**config.mk**
```make
export PLATFORM = sky130hd
export DESIGN_NAME = orb_frame_sequencer
export DESIGN_NICKNAME = d
export VERILOG_FILES = /design/src/rtl/orb_seq_pkg.sv /design/src/rtl/orb_seq_watchdog.sv /design/src/rtl/orb_frame_sequencer.sv
export SDC_FILE = /design/constraint.sdc
export NUM_CORES = 1
export LEC_CHECK = 0
export CAP_MARGIN = 10
export CORE_MARGIN = 5
export CORE_UTILIZATION = 56
export DETAILED_ROUTE_END_ITERATION = 8
export PLACE_DENSITY_LB_ADDON = 0.3
export SKIP_CTS_REPAIR_TIMING = 1
export SLEW_MARGIN = 20
export SYNTH_ARGS = -nofsm -noshare
export SYNTH_HDL_FRONTEND = slang
export SYNTH_SLANG_ARGS = --single-unit
```
**constraint.sdc**
```tcl
create_clock -name clk -period 2.3 [get_ports clk]
set_input_delay 0.46 -clock clk [delete_from_list [all_inputs] [get_ports clk]]
set_output_delay 0.46 -clock clk [all_outputs]
set_load 0.005 [all_outputs]
```
**src/rtl/orb_seq_pkg.sv**
```systemverilog
// Shared types and constants for the ORB frame sequencer: FSM states, stage
// codes used in err_stage, and watchdog sizing constants.
package orb_seq_pkg;

    typedef enum logic [2:0] {
        ST_IDLE,
        ST_EXT_GO,
        ST_EXT_WAIT,
        ST_FAST_GO,
        ST_FAST_WAIT,
        ST_DESC_GO,
        ST_DESC_WAIT,
        ST_DONE
    } seq_state_t;

    typedef enum logic [1:0] {
        STG_NONE = 2'd0,
        STG_EXT  = 2'd1,
        STG_FAST = 2'd2,
        STG_DESC = 2'd3
    } stage_t;

    // Border fill of a 571x438 extended image is the longest stage.
    localparam int BORDER_FILL_CYC = 250098;
    localparam int TMO_CYC_DEF     = 300000;

    function automatic stage_t wait_stage(input seq_state_t s);
        case (s)
            ST_EXT_WAIT:  return STG_EXT;
            ST_FAST_WAIT: return STG_FAST;
            ST_DESC_WAIT: return STG_DESC;
            default:      return STG_NONE;
        endcase
    endfunction

endpackage

```
**src/rtl/orb_seq_watchdog.sv**
```systemverilog
// Per-stage watchdog: cleared outside wait states, counts while enabled,
// flags expiry on the cycle the count reaches TMO_CYC-1. Never wraps.
module orb_seq_watchdog
    import orb_seq_pkg::*;
#(
    parameter int TMO_W   = 20,
    parameter int TMO_CYC = TMO_CYC_DEF
) (
    input  logic clk,
    input  logic rst_n,
    input  logic clr,
    input  logic en,
    output logic expire
);

    localparam logic [TMO_W-1:0] EXP_VAL = TMO_W'(TMO_CYC - 1);
    localparam logic [TMO_W-1:0] CNT_MAX = '1;

    logic [TMO_W-1:0] cnt_q, cnt_d;

    always_comb begin
        cnt_d = cnt_q;
        if (clr) begin
            cnt_d = '0;
        end else if (en && (cnt_q != CNT_MAX)) begin
            cnt_d = cnt_q + TMO_W'(1);
        end
    end

    always_ff @(posedge clk or negedge rst_n) begin
        if (!rst_n) begin
            cnt_q <= '0;
        end else begin
            cnt_q <= cnt_d;
        end
    end

    assign expire = en && (cnt_q == EXP_VAL);

endmodule

```
**src/rtl/orb_frame_sequencer.sv**
```systemverilog
// Per-frame ORB front-end sequencer: border -> FAST -> descriptor for each
// pyramid level, with one queued frame request and a per-stage watchdog.
module orb_frame_sequencer
    import orb_seq_pkg::*;
#(
    parameter int NUM_LEVELS = 4,
    parameter int TMO_W      = 20,
    parameter int TMO_CYC    = TMO_CYC_DEF
) (
    input  logic       clk,
    input  logic       rst_n,
    input  logic       frame_req,
    input  logic       abort,
    output logic       ext_start,
    input  logic       ext_done,
    output logic       fast_start,
    input  logic       fast_done,
    output logic       desc_start,
    input  logic       desc_done,
    output logic [1:0] level,
    output logic       busy,
    output logic       frame_done,
    output logic       overrun,
    output logic       err_tmo,
    output logic [1:0] err_stage,
    input  logic       err_clr
);

    localparam logic [1:0] LAST_LVL = 2'(NUM_LEVELS - 1);

    seq_state_t state_q, state_d;
    logic [1:0] level_q, level_d;
    logic       pending_q, pending_d;
    logic       overrun_q, overrun_d;
    logic       err_tmo_q, err_tmo_d;
    stage_t     err_stage_q, err_stage_d;

    // Index 0 = ext, 1 = fast, 2 = desc. Edges are registered so a done
    // level held for several cycles advances the FSM only once.
    logic [2:0] done_in, done_d1_q, done_edge_q, done_edge_d;
    logic       cur_edge, wd_en, wd_expire;
    stage_t     cur_stage;

    assign done_in     = {desc_done, fast_done, ext_done};
    assign done_edge_d = done_in & ~done_d1_q;

    assign wd_en = (state_q == ST_EXT_WAIT) || (state_q == ST_FAST_WAIT) ||
                   (state_q == ST_DESC_WAIT);

    orb_seq_watchdog #(
        .TMO_W   (TMO_W),
        .TMO_CYC (TMO_CYC)
    ) u_wdog (
        .clk    (clk),
        .rst_n  (rst_n),
        .clr    (!wd_en),
        .en     (wd_en),
        .expire (wd_expire)
    );

    always_comb begin
        cur_stage = wait_stage(state_q);
        case (state_q)
            ST_EXT_WAIT:  cur_edge = done_edge_q[0];
            ST_FAST_WAIT: cur_edge = done_edge_q[1];
            ST_DESC_WAIT: cur_edge = done_edge_q[2];
            default:      cur_edge = 1'b0;
        endcase
    end

    always_comb begin
        state_d     = state_q;
        level_d     = level_q;
        pending_d   = pending_q;
        overrun_d   = overrun_q;
        err_tmo_d   = err_tmo_q;
        err_stage_d = err_stage_q;

        // Clear first so a same-cycle error below still lands.
        if (err_clr) begin
            overrun_d   = 1'b0;
            err_tmo_d   = 1'b0;
            err_stage_d = STG_NONE;
        end

        if (abort) begin
            state_d   = ST_IDLE;
            level_d   = '0;
            pending_d = 1'b0;
        end else begin
            if (frame_req && (state_q != ST_IDLE)) begin
                if (pending_q) overrun_d = 1'b1;
                else           pending_d = 1'b1;
            end

            case (state_q)
                ST_IDLE: begin
                    if (frame_req || pending_q) begin
                        state_d   = ST_EXT_GO;
                        level_d   = '0;
                        pending_d = 1'b0;
                    end
                end
                ST_EXT_GO:  state_d = ST_EXT_WAIT;
                ST_FAST_GO: state_d = ST_FAST_WAIT;
                ST_DESC_GO: state_d = ST_DESC_WAIT;
                ST_EXT_WAIT, ST_FAST_WAIT, ST_DESC_WAIT: begin
                    if (cur_edge) begin
                        case (state_q)
                            ST_EXT_WAIT:  state_d = ST_FAST_GO;
                            ST_FAST_WAIT: state_d = ST_DESC_GO;
                            default: begin
                                if (level_q < LAST_LVL) begin
                                    level_d = level_q + 2'd1;
                                    state_d = ST_EXT_GO;
                                end else begin
                                    state_d = ST_DONE;
                                end
                            end
                        endcase
                    end else if (wd_expire) begin
                        err_tmo_d   = 1'b1;
                        err_stage_d = cur_stage;
                        pending_d   = 1'b0;
                        level_d     = '0;
                        state_d     = ST_IDLE;
                    end
                end
                ST_DONE: begin
                    level_d = '0;
                    state_d = ST_IDLE;
                end
                default: state_d = ST_IDLE;
            endcase
        end
    end

    always_ff @(posedge clk or negedge rst_n) begin
        if (!rst_n) begin
            state_q     <= ST_IDLE;
            level_q     <= '0;
            pending_q   <= 1'b0;
            overrun_q   <= 1'b0;
            err_tmo_q   <= 1'b0;
            err_stage_q <= STG_NONE;
            done_d1_q   <= '0;
            done_edge_q <= '0;
        end else begin
            state_q     <= state_d;
            level_q     <= level_d;
            pending_q   <= pending_d;
            overrun_q   <= overrun_d;
            err_tmo_q   <= err_tmo_d;
            err_stage_q <= err_stage_d;
            done_d1_q   <= done_in;
            done_edge_q <= done_edge_d;
        end
    end

    assign ext_start  = (state_q == ST_EXT_GO);
    assign fast_start = (state_q == ST_FAST_GO);
    assign desc_start = (state_q == ST_DESC_GO);
    assign frame_done = (state_q == ST_DONE);
    assign busy       = (state_q != ST_IDLE);
    assign level      = level_q;
    assign overrun    = overrun_q;
    assign err_tmo    = err_tmo_q;
    assign err_stage  = err_stage_q;

endmodule

```
==> flow_metrics.env <==
export IMPL_run_status="finished, final reports clean"
export IMPL_antenna_found_initial=0
export IMPL_origin_of_the_worst_setup_path="state_q[1]$_DFFE_PN0P_"
export IMPL_finalNetCount=237
export IMPL_clk_root_buffer_cell="clkbuf_4"
export IMPL_critical_path_top_delay_family="flip-flops"
export IMPL_critical_path_reg2reg_endpoint="level[1]$_DFFE_PN0P_"
export IMPL_vias=1597
export IMPL_timing_setup_critical_path_class="reg -> out"
export IMPL_post_route_util=0.664
export IMPL_post_layout_total_power_w=0.00125
export IMPL_cp_start_kind="flop"
export IMPL_critical_path_max_stage_delay_ns=0.49
export IMPL_synth_sequential_area_ratio=0.461
export IMPL_std_cell_rows=21
export IMPL_post_drt_via_cell_ratio=5.83
export IMPL_max_slew_worst_pin_slew_ns=0.456
export IMPL_cts_tree="done"
export IMPL_r2r_setup_slack_ns=0.22
export IMPL_grt_total_usage=0.180
export IMPL_wire_length_of_the_first_global_routing_pass_um=7110
export IMPL_die_h_um=69.1
export IMPL_num_io_pins=19
export IMPL_worst_slew_margin_rel=0.695
export IMPL_drv_slew=0
export IMPL_placement_setup_worst_slack_ns=0.199
export IMPL_worst_setup_path_end_kind="primary output"
export IMPL_synth_nets=216
export IMPL_timing_final_setup_violations=0
export IMPL_chipWidth_um=69.1
export IMPL_cts_htree_levels=2
export IMPL_maxCapViolations=0
export IMPL_seq_power_share=0.542
export IMPL_diodes=0
export IMPL_post_route_period_util=0.961
export IMPL_detailedRoute_firstIterationViolations=176
export IMPL_hold_violations=0
export IMPL_cts_sinks=36
export IMPL_grt_setup_unrepaired="false"
export IMPL_routed_wirelength_um=4060
export IMPL_crit_path_slowest_cell="dfrtp_1"
export IMPL_cp_endpoint="busy"
export IMPL_required_ns=1.84
export IMPL_timing_hold_worst_class="reg -> reg"
export IMPL_gp_routability_congestion=0.910
export IMPL_gr_total_overflow=0
export IMPL_drc=0
export IMPL_critical_path_arrival_ns=1.75
export IMPL_cts_root_to_sink_buffers=2
export IMPL_final_layout_size_suffix_gt1_frac=0.101
export IMPL_fin_setup_tns_ns=0
export IMPL_power_per_cell_area_nw_per_um2=560
export IMPL_core_region_area_sq_um=3360
export IMPL_number_of_buffers_created_by_cts=5
export IMPL_yosys_most_used_dff="dfrtp_1"
export IMPL_place_port_buffers=18
export IMPL_clock_fmax_mhz=452
export IMPL_finClkSkew_ns=0.00621
export IMPL_post_route_worst_setup_slack_ns=0.0886
export IMPL_cp_num_cells=2
export IMPL_clk_pin_slew_worst_paths_ns=0.11
export IMPL_synth_avg_cell_area_sq_um=9.49
export IMPL_postSynthRegisterBits=36
export IMPL_area_growth_syn_to_layout_pct=14.3
export IMPL_detail_route_wl_per_cell_um=14.8
export IMPL_drtPass1Iterations=4
export IMPL_worst_path_max_fanout=10
export IMPL_power_combinational_fraction=0.178
export IMPL_leak_pwr_nw=0.937
export IMPL_grt_max_degree=37
export IMPL_crit_path_cell_trace="or3_4 -> clkdlybuf4s50_1"
export IMPL_dp_hpwl_um=2980
export IMPL_number_of_global_route_vias_before_repair=1598
export IMPL_mappedNetlistArea_sq_um=1950
export IMPL_swShare=0.277
export IMPL_die_area_sq_um=4770
export IMPL_netlist_cell_type_count=51
export IMPL_final_common_cell="dfrtp_1"
export IMPL_internal_power_consumption_w=0.000905
export IMPL_power_share_clock=0.280
export IMPL_post_route_min_period_ns=2.21
export IMPL_drtAntennaViolNets=0
export IMPL_peakVddDrop_v=0.000411
export IMPL_synth_cells=206
export IMPL_ys_warn_count=0
export IMPL_number_of_flops_mapped_to_enable_cells_by_yosys=0
export IMPL_starting_density_of_the_core=0.581
export IMPL_reg2reg_from="u_wdog.cnt_q[0]$_DFFE_PN0P_"
export IMPL_crit_buf_inv=1
export IMPL_async_reset_ff_frac=1.00
export IMPL_p_switching_w=0.000347
export IMPL_worstRegToRegCells=6
export IMPL_final_cell_mix="dfrtp_1 (35), nor2_1 (22), clkdlybuf4s50_1 (18), nand2_1 (16), o21ai_0 (15)"
export IMPL_insertion_delay_to_the_later_sink_of_the_worst_skew_pair_ns=0.34
sequential cells by signal, summed over array words and instances, names as in the netlist:
signal / cells
err_tmo: 1
state_q: 3
err_stage: 2
done_edge_q: 3
u_wdog.cnt_q: 20
level: 2
pending_q: 1
done_d1_q: 3
overrun: 1
metal layers:
layer / global-route usage / vias to the layer above / wire, um
li1: - / 796 / -
met1: 0.246 / 741 / 1860
met2: 0.269 / 52 / 1870
met3: 0.0436 / 8 / 258
met4: 0.0824 / 0 / 73
met5: 0 / - / 0
per-stage QoR:
| stage | hold WS, ns | cell area (sq um) | cells |
|---|---|---|---|
| 5_1_grt | 0.427 | 2230 | 274 |
| 3_3_place_gp | 0.383 | 2170 | 266 |
| 6_report | 0.399 | 2230 | 274 |
| 3_5_place_dp | 0.386 | 2170 | 266 |
| 2_1_floorplan | 0.164 | 1950 | 206 |
| 4_1_cts | 0.402 | 2230 | 274 |
worst register-to-register path, delay by kind of cell (launching register included):
| kind | cells | cell delay (ns) |
|---|---|---|
| and+or+nand+nor | 3 | 0.62 |
| DFF | 1 | 0.42 |
| AOI/OAI and AO/OA | 1 | 0.38 |
| muxes | 1 | 0.32 |
| adders and majority gates | 1 | 0.23 |
power groups by stage:
stage	logic [W]	registers [W]	clock network, W
after floorplan	0.000158	0.000682	0
after detailed placement	0.000217	0.000690	0
after global routing	0.000249	0.000682	0.000392
after global placement	0.000212	0.000687	0
after CTS	0.000218	0.000677	0.000362
final	0.000223	0.000679	0.000350
synthesized netlist by cell type, types with 2 or more instances:
cell type	n	area (sq um)
dfrtp_1	36	901
nor2_1	22	82.6
nand2_1	16	60.1
o21ai_0	15	75.1
nand3_1	11	55.1
a21oi_1	8	40.0
xor2_1	8	70.1
and3_1	6	37.5
and2_1	5	31.3
mux2i_1	5	50.1
or3_1	5	31.3
a31oi_1	4	25.0
inv_1	4	15.0
nand4_1	4	25.0
and4_1	3	26.3
buf_6	3	33.8
clkbuf_1	3	11.3
nand2b_1	3	18.8
nand4b_1	3	26.3
nor2b_1	3	18.8
ha_1	2	25.0
mux2_1	2	22.5
nor3_1	2	10.0
nor3b_1	2	15.0
nor4_1	2	12.5
nor4b_1	2	17.5
o2111ai_1	2	17.5
or2_2	2	12.5
area by class of cell:
cell class                      instances  area, sq um
Fill cell                             297         1130
Multi-Input combinational cell        157          981
Sequential cell                        36          902
Timing Repair Buffer                   23          218
Tap cell                               46         57.6
Clock buffer                            6         51.3
Inverter                                4         15.0
Clock inverter                          2         10.0
how the worst min path moves through the flow:
stage                                       from                       end  cells after the start
after CTS                 done_d1_q[2]$_DFF_PN0_  done_edge_q[2]$_DFF_PN0_                      1
after global routing      done_d1_q[1]$_DFF_PN0_  done_edge_q[1]$_DFF_PN0_                      1
after detailed placement  done_d1_q[1]$_DFF_PN0_  done_edge_q[1]$_DFF_PN0_                      1
after floorplan                            rst_n    done_d1_q[0]$_DFF_PN0_                      0
final                     done_d1_q[2]$_DFF_PN0_  done_edge_q[2]$_DFF_PN0_                      1
after global placement    done_d1_q[2]$_DFF_PN0_  done_edge_q[2]$_DFF_PN0_                      1
cells by family after synthesis:
group           after synthesis  share of synthesized area
flops                        36                      0.461
xor+xnor                      9                     0.0403
compound gates               41                      0.133
fa+ha+maj                     2                     0.0128
mux                           7                     0.0371
simple gates                 98                      0.277
buf+inv                      13                     0.0397
(Power assumes the default switching activity.)
